## config.mk

```make
export PLATFORM = sky130hd
export DESIGN_NAME = param_calculator
export DESIGN_NICKNAME = d
export VERILOG_FILES = /design/src/rtl/param_calculator.sv
export SDC_FILE = /design/constraint.sdc
export NUM_CORES = 1
export LEC_CHECK = 0
export ABC_AREA = 1
export CELL_PAD_IN_SITES_DETAIL_PLACEMENT = 1
export CELL_PAD_IN_SITES_GLOBAL_PLACEMENT = 2
export CORE_UTILIZATION = 30
export CTS_CLUSTER_DIAMETER = 60
export DETAILED_ROUTE_END_ITERATION = 7
export GPL_ROUTABILITY_DRIVEN = 0
export HOLD_SLACK_MARGIN = 0.06
export PLACE_DENSITY = 0.78
export SLEW_MARGIN = 20
export SYNTH_ARGS = -nofsm -noshare
export SYNTH_HDL_FRONTEND = slang
export SYNTH_SLANG_ARGS = --single-unit
```

## constraint.sdc

```tcl
create_clock -name Clk -period 3.05 [get_ports Clk]
set_clock_uncertainty 0.1 [all_clocks]
set_input_delay 0.61 -clock Clk [delete_from_list [all_inputs] [get_ports Clk]]
set_output_delay 0.61 -clock Clk [all_outputs]
set_load 0.01 [all_outputs]
```

## src/rtl/param_calculator.sv

```systemverilog
// Parametrised calculator: register file (R0 = 0) feeding an ALU, valid/ready issue, registered result/flags.
// Optional shift-add multiplier on opcode 1101, built only when CALC_MUL_EN is defined.
module param_calculator #(
  parameter  int DATA_W  = 8,
  parameter  int REG_NUM = 8,
  localparam int AW      = $clog2(REG_NUM),
  localparam int SW      = $clog2(DATA_W)
) (
  input  logic              Clk,
  input  logic              Rst_n,
  input  logic              in_valid,
  output logic              in_ready,
  input  logic              WEN,
  input  logic [AW-1:0]     RW,
  input  logic [AW-1:0]     RX,
  input  logic [AW-1:0]     RY,
  input  logic [DATA_W-1:0] DataIn,
  input  logic              Sel,
  input  logic [3:0]        Ctrl,
  output logic [DATA_W-1:0] result,
  output logic              out_valid,
  output logic              Carry,
  output logic              Zero
);

  localparam int MSB = DATA_W - 1;

  typedef enum logic [3:0] {
    OP_ADD = 4'h0, OP_SUB = 4'h1, OP_AND = 4'h2, OP_OR  = 4'h3,
    OP_NOT = 4'h4, OP_XOR = 4'h5, OP_NOR = 4'h6, OP_SHL = 4'h7,
    OP_SHR = 4'h8, OP_ASR = 4'h9, OP_ROL = 4'hA, OP_ROR = 4'hB,
    OP_EQ  = 4'hC, OP_MUL = 4'hD
  } op_t;

  logic [DATA_W-1:0] regs [REG_NUM];
  logic [DATA_W-1:0] x, y, alu_res;
  logic [SW-1:0]     sh;
  logic              alu_c;
  logic              accept;
  logic              mul_start;
  logic              mul_done;
  logic [DATA_W-1:0] mul_low;
  logic              mul_high;
  logic              mul_wen;
  logic [AW-1:0]     mul_rw;

  assign accept = in_valid && in_ready;

  // NOTE: every signal assigned in an always_comb gets a default first, so no path can infer a latch.
  always_comb begin
    x       = Sel ? ((RX == '0) ? '0 : regs[RX]) : DataIn;
    y       = (RY == '0) ? '0 : regs[RY];
    sh      = x[SW-1:0];
    alu_res = '0;
    alu_c   = 1'b0;
    case (op_t'(Ctrl))
      OP_ADD:  {alu_c, alu_res} = {x[MSB], x} + {y[MSB], y};
      OP_SUB:  {alu_c, alu_res} = {x[MSB], x} - {y[MSB], y};
      OP_AND:  alu_res = x & y;
      OP_OR:   alu_res = x | y;
      OP_NOT:  alu_res = ~x;
      OP_XOR:  alu_res = x ^ y;
      OP_NOR:  alu_res = ~(x | y);
      OP_SHL:  alu_res = y << sh;
      OP_SHR:  alu_res = y >> sh;
      OP_ASR:  alu_res = {x[MSB], x[MSB:1]};
      OP_ROL:  alu_res = {x[MSB-1:0], x[MSB]};
      OP_ROR:  alu_res = {x[0], x[MSB:1]};
      OP_EQ:   alu_res = {{(DATA_W-1){1'b0}}, x == y};
      default: alu_res = '0;
    endcase
  end

`ifdef CALC_MUL_EN
  typedef enum logic {S_IDLE, S_MUL} state_t;

  state_t              state_q, state_d;
  logic [SW-1:0]       cnt;
  logic [2*DATA_W-1:0] mcand, prod, prod_next;
  logic [DATA_W-1:0]   mplier;

  assign in_ready  = (state_q == S_IDLE);
  assign mul_start = accept && (Ctrl == OP_MUL);
  assign prod_next = prod + (mplier[0] ? mcand : '0);
  assign mul_low   = prod_next[DATA_W-1:0];
  assign mul_high  = |prod_next[2*DATA_W-1:DATA_W];

  always_comb begin
    state_d  = state_q;
    mul_done = 1'b0;
    case (state_q)
      S_IDLE: if (mul_start) state_d = S_MUL;
      S_MUL: begin
        if (cnt == SW'(DATA_W - 1)) begin
          mul_done = 1'b1;
          state_d  = S_IDLE;
        end
      end
      default: state_d = S_IDLE;
    endcase
  end

  // NOTE: sequential state uses non-blocking assignments so every flop samples pre-edge values.
  always_ff @(posedge Clk or negedge Rst_n) begin
    if (!Rst_n) begin
      state_q <= S_IDLE;
      cnt     <= '0;
      mcand   <= '0;
      mplier  <= '0;
      prod    <= '0;
      mul_wen <= 1'b0;
      mul_rw  <= '0;
    end else begin
      state_q <= state_d;
      if (mul_start) begin
        mcand   <= {{DATA_W{1'b0}}, x};
        mplier  <= y;
        prod    <= '0;
        cnt     <= '0;
        mul_wen <= WEN;
        mul_rw  <= RW;
      end else if (state_q == S_MUL) begin
        prod   <= prod_next;
        mcand  <= mcand << 1;
        mplier <= mplier >> 1;
        cnt    <= cnt + 1'b1;
      end
    end
  end
`else
  assign in_ready  = 1'b1;
  assign mul_start = 1'b0;
  assign mul_done  = 1'b0;
  assign mul_low   = '0;
  assign mul_high  = 1'b0;
  assign mul_wen   = 1'b0;
  assign mul_rw    = '0;
`endif

  // NOTE: the register file is reset explicitly because its contents after reset are architecturally visible.
  always_ff @(posedge Clk or negedge Rst_n) begin
    if (!Rst_n) begin
      for (int i = 0; i < REG_NUM; i++) regs[i] <= '0;
      result    <= '0;
      Carry     <= 1'b0;
      Zero      <= 1'b0;
      out_valid <= 1'b0;
    end else begin
      out_valid <= 1'b0;
      if (accept && !mul_start) begin
        result    <= alu_res;
        Carry     <= alu_c;
        Zero      <= (alu_res == '0);
        out_valid <= 1'b1;
        if (WEN && RW != '0) regs[RW] <= alu_res;
      end else if (mul_done) begin
        result    <= mul_low;
        Carry     <= mul_high;
        Zero      <= (mul_low == '0);
        out_valid <= 1'b1;
        if (mul_wen && mul_rw != '0) regs[mul_rw] <= mul_low;
      end
    end
  end

endmodule

```

==> reports/metrics.cfg <==
[outcome]
outcome = complete, but fails checks
violations = negative setup slack

[synth]
ys_seq_elements = 75
yosysWarnings = 0
syn_nets = 1028
synth_top_cell_area_share_pct = 30.9
synth_cell_types = 39
synth-simple-area-share_pct = 39.6
synth-xor-area-share_pct = 0.288
synth-compound-area-share_pct = 12.7
seq_area_frac_synth_pct = 30.9
syn-mean-instance-area_um2 = 6.22
synth_area_leader_cell = dfrtp_1
yosys-top-cells-area = dfrtp_1 (31%), nand2_1 (19%), nand3_1 (8.8%), inv_1 (6.7%), nor2_1 (6.5%)
syn_inst = 977
syn_area_um2 = 6080
synth_fa_ha_area_share_pct = 5.39
synth_mux_area_share_pct = 0
synth_top_family_by_area = simple AND/OR/NAND/NOR gates

[timing]
period_needed_ns = 3.15
fmax_ghz = 0.317
maxSlewViolCount = 0
grt_setup_unrepaired = yes
hold_viol = 0
worst_slew_margin_rel_pct = 51.3
min_period_over_period_pct = 103
finalSetupTns_ns = -1.17
tightest_slew_ns = 0.731
final-setup-viol-count = 24
setup_ws_ns = -0.101

[routing]
drtIter0Drc = 476
final_antenna_net_count = 0
vias = 7327
routed_wl_um = 26900
vias_per_cell = 5.04
drc = 0
dr.pass1.iters = 5
routedWlPerCell_um = 18.5

[power]
power_frac_seq_pct = 27.8
p_leak_nw = 4.76
p_switching_mw = 1.84
p_comb_share_pct = 47.9
ir_drop_uv = 355
clockPowerShare_pct = 24.3
p_per_area_nw_per_um2 = 507
swShare_pct = 38.1
power.internal_mw = 2.99

[hold_path]
min_path_type = in -> async

[setup_path]
crit_type = in -> reg
rr_worst_depth = 24
cp_max_fo = 8
worstSetupEndpointType = flop
r2r_slack_ns = 0.02
r2r-end = Zero
endpoint = Zero
critPathLaunch = RX[1]
crit_required_ns = 3.23
r2r-start = regs[0]
worst_ep_arrival_time_ns = 3.33
startpoint_type = primary input

[floorplan]
die_h_um = 144
fp.dieArea_um2 = 20800
start_util_pct = 30.9
ioPinCount = 38
fp.dieW_um = 144
rows = 51
coreArea_um2 = 19700

[grt]
met3_usage_pct = 3.94
grtUsageMet2_pct = 43.4
antenna_found_initial = 0
grt.total_usage_pct = 26.8
grt_pass1_wl_um = 41600
grt-ovfl-total = 0
grt_use_met1_pct = 37.3
grt_max_degree = 76
grt_pass1_vias = 7434
grt.busiest_layer = met2

[clocking]
cts_made_buffers = 9
clkLatencyLatePin_ns = 0.35
cts_tree = done
clockBufferDepth = 2
cts_root_buffer = clkbuf_16
clk_pin_slew_worst_paths_ns = 0.06
ctsHoldBuffers = 0
clock_sinks = 75
h-tree-depth = 3

[layout]
mostFrequentLayoutCell = nand2_1
final_cell_mix = nand2_1 (267), buf_4 (168), nor2_1 (90)
antenna_cells = 0
drive_gt1_share_pct = 36.1
final_core_util_pct = 48.5
syn2layout_area_growth_pct = 56.7
finalNetCount = 1236

[placement]
io_buffers = 36
place_hpwl_um = 19700

[run]
drv_cap = 0

==> layer usage <==
layer  part of all wire (%)  up-vias
met4                    1.0        0
li1                       -     3519
met5                      0        -
met1                     48     3624
met3                    4.3       24
met2                     47      160
==> synth_stat cells, drive strengths merged <==
cell type  number
ha             23
o22ai           2
nand4           5
clkinv          1
clkbuf         22
nor4            1
dfrtp          75
nor2          119
nand3         108
inv           117
nand2         311
conb            1
xor2            2
o21ai          87
a21oi          42
a221oi          1
nor2b           1
o2bb2ai         1
o211ai          6
a21o            1
buf            23
fa              2
nand3b          2
a211oi          4
nor3           12
or2             6
a31oi           2
==> critical path, stage by stage <==
cell	delay [ns]
buf_12	0.13
clkinv_8	0.05
nor2_4	0.03
buf_6	0.11
buf_6	0.11
nand3_4	0.06
inv_2	0.04
nor2_2	0.11
nand2_2	0.09
nand2_2	0.10
ha_4	0.16
inv_2	0.05
fa_2	0.37
inv_2	0.09
nand3_2	0.09
nand2_2	0.09
nand2_2	0.07
nand2_2	0.06
a31oi_1	0.04
nor2_1	0.13
nand3_1	0.09
nor2_2	0.13
nand2_2	0.08
nor2_4	0.13
nand2_1	0.07
nor2_1	0.10
nand3_1	0.08
nand2_1	0.07
==> logic make-up after synthesis <==
logic type | count (synthesis)
simple gates | 565
buf+inv | 163
compound gates | 146
flops | 75
fa+ha+maj | 25
xor+xnor | 2
other cells | 1
==> power by group through the flow <==
stage	registers (mW)	clock network [mW]	logic, mW
2_1_floorplan	1.33	0	0.959
3_3_place_gp	1.35	0	1.74
4_1_cts	1.34	1.19	2.04
3_5_place_dp	1.35	0	1.78
6_report	1.34	1.17	2.31
5_1_grt	1.37	1.23	2.52
==> per-stage QoR <==
step           setup slack [ns]  power [mW]  hold slack (ns)  cells  instance area (µm²)
2_1_floorplan           -0.0619        2.28            0.214    977                 6230
3_3_place_gp              -1.12        3.09            0.262   1390                 7950
3_5_place_dp              -1.18        3.13            0.263   1390                 7950
4_1_cts                  -0.117        4.57            0.277   1444                 8970
5_1_grt                  -0.270        5.12            0.267   1455                 9530
6_report                 -0.101        4.83            0.211   1455                 9530
==> area by class of cell <==
type | count | area, µm²
repair buffers | 242 | 2200
flip-flops and latches | 75 | 1880
inverters | 118 | 488
multi-input cells | 739 | 4310
fillers | 2543 | 10100
clock inverters | 4 | 73.8
well taps | 265 | 332
clock buffers | 12 | 246
==> state kept, by name (all words and copies together), names as in the netlist <==
signal and cells:
regs 64, out_valid 1, Carry 1, result 8
Zero 1
==> worst min-delay path by stage <==
stage / start / endpoint / slack [ns] / cells past startpoint
after detailed placement: regs[62] / regs[62] / 0.26 / 0
after global routing: Rst_n / regs[19] / 0.27 / 1
after floorplan: Rst_n / Carry / 0.21 / 0
after CTS: regs[62] / regs[62] / 0.28 / 0
after global placement: regs[60] / regs[60] / 0.26 / 0
final: Rst_n / regs[7] / 0.21 / 1
==> timing repair <==
action / in CTS / in global routing
resized for setup: 145 / 160
setup buffers: 40 / 14
endpoints found under the setup margin: 66 / 66
pin swaps: 55 / 99
(Power assumes the default switching activity.)
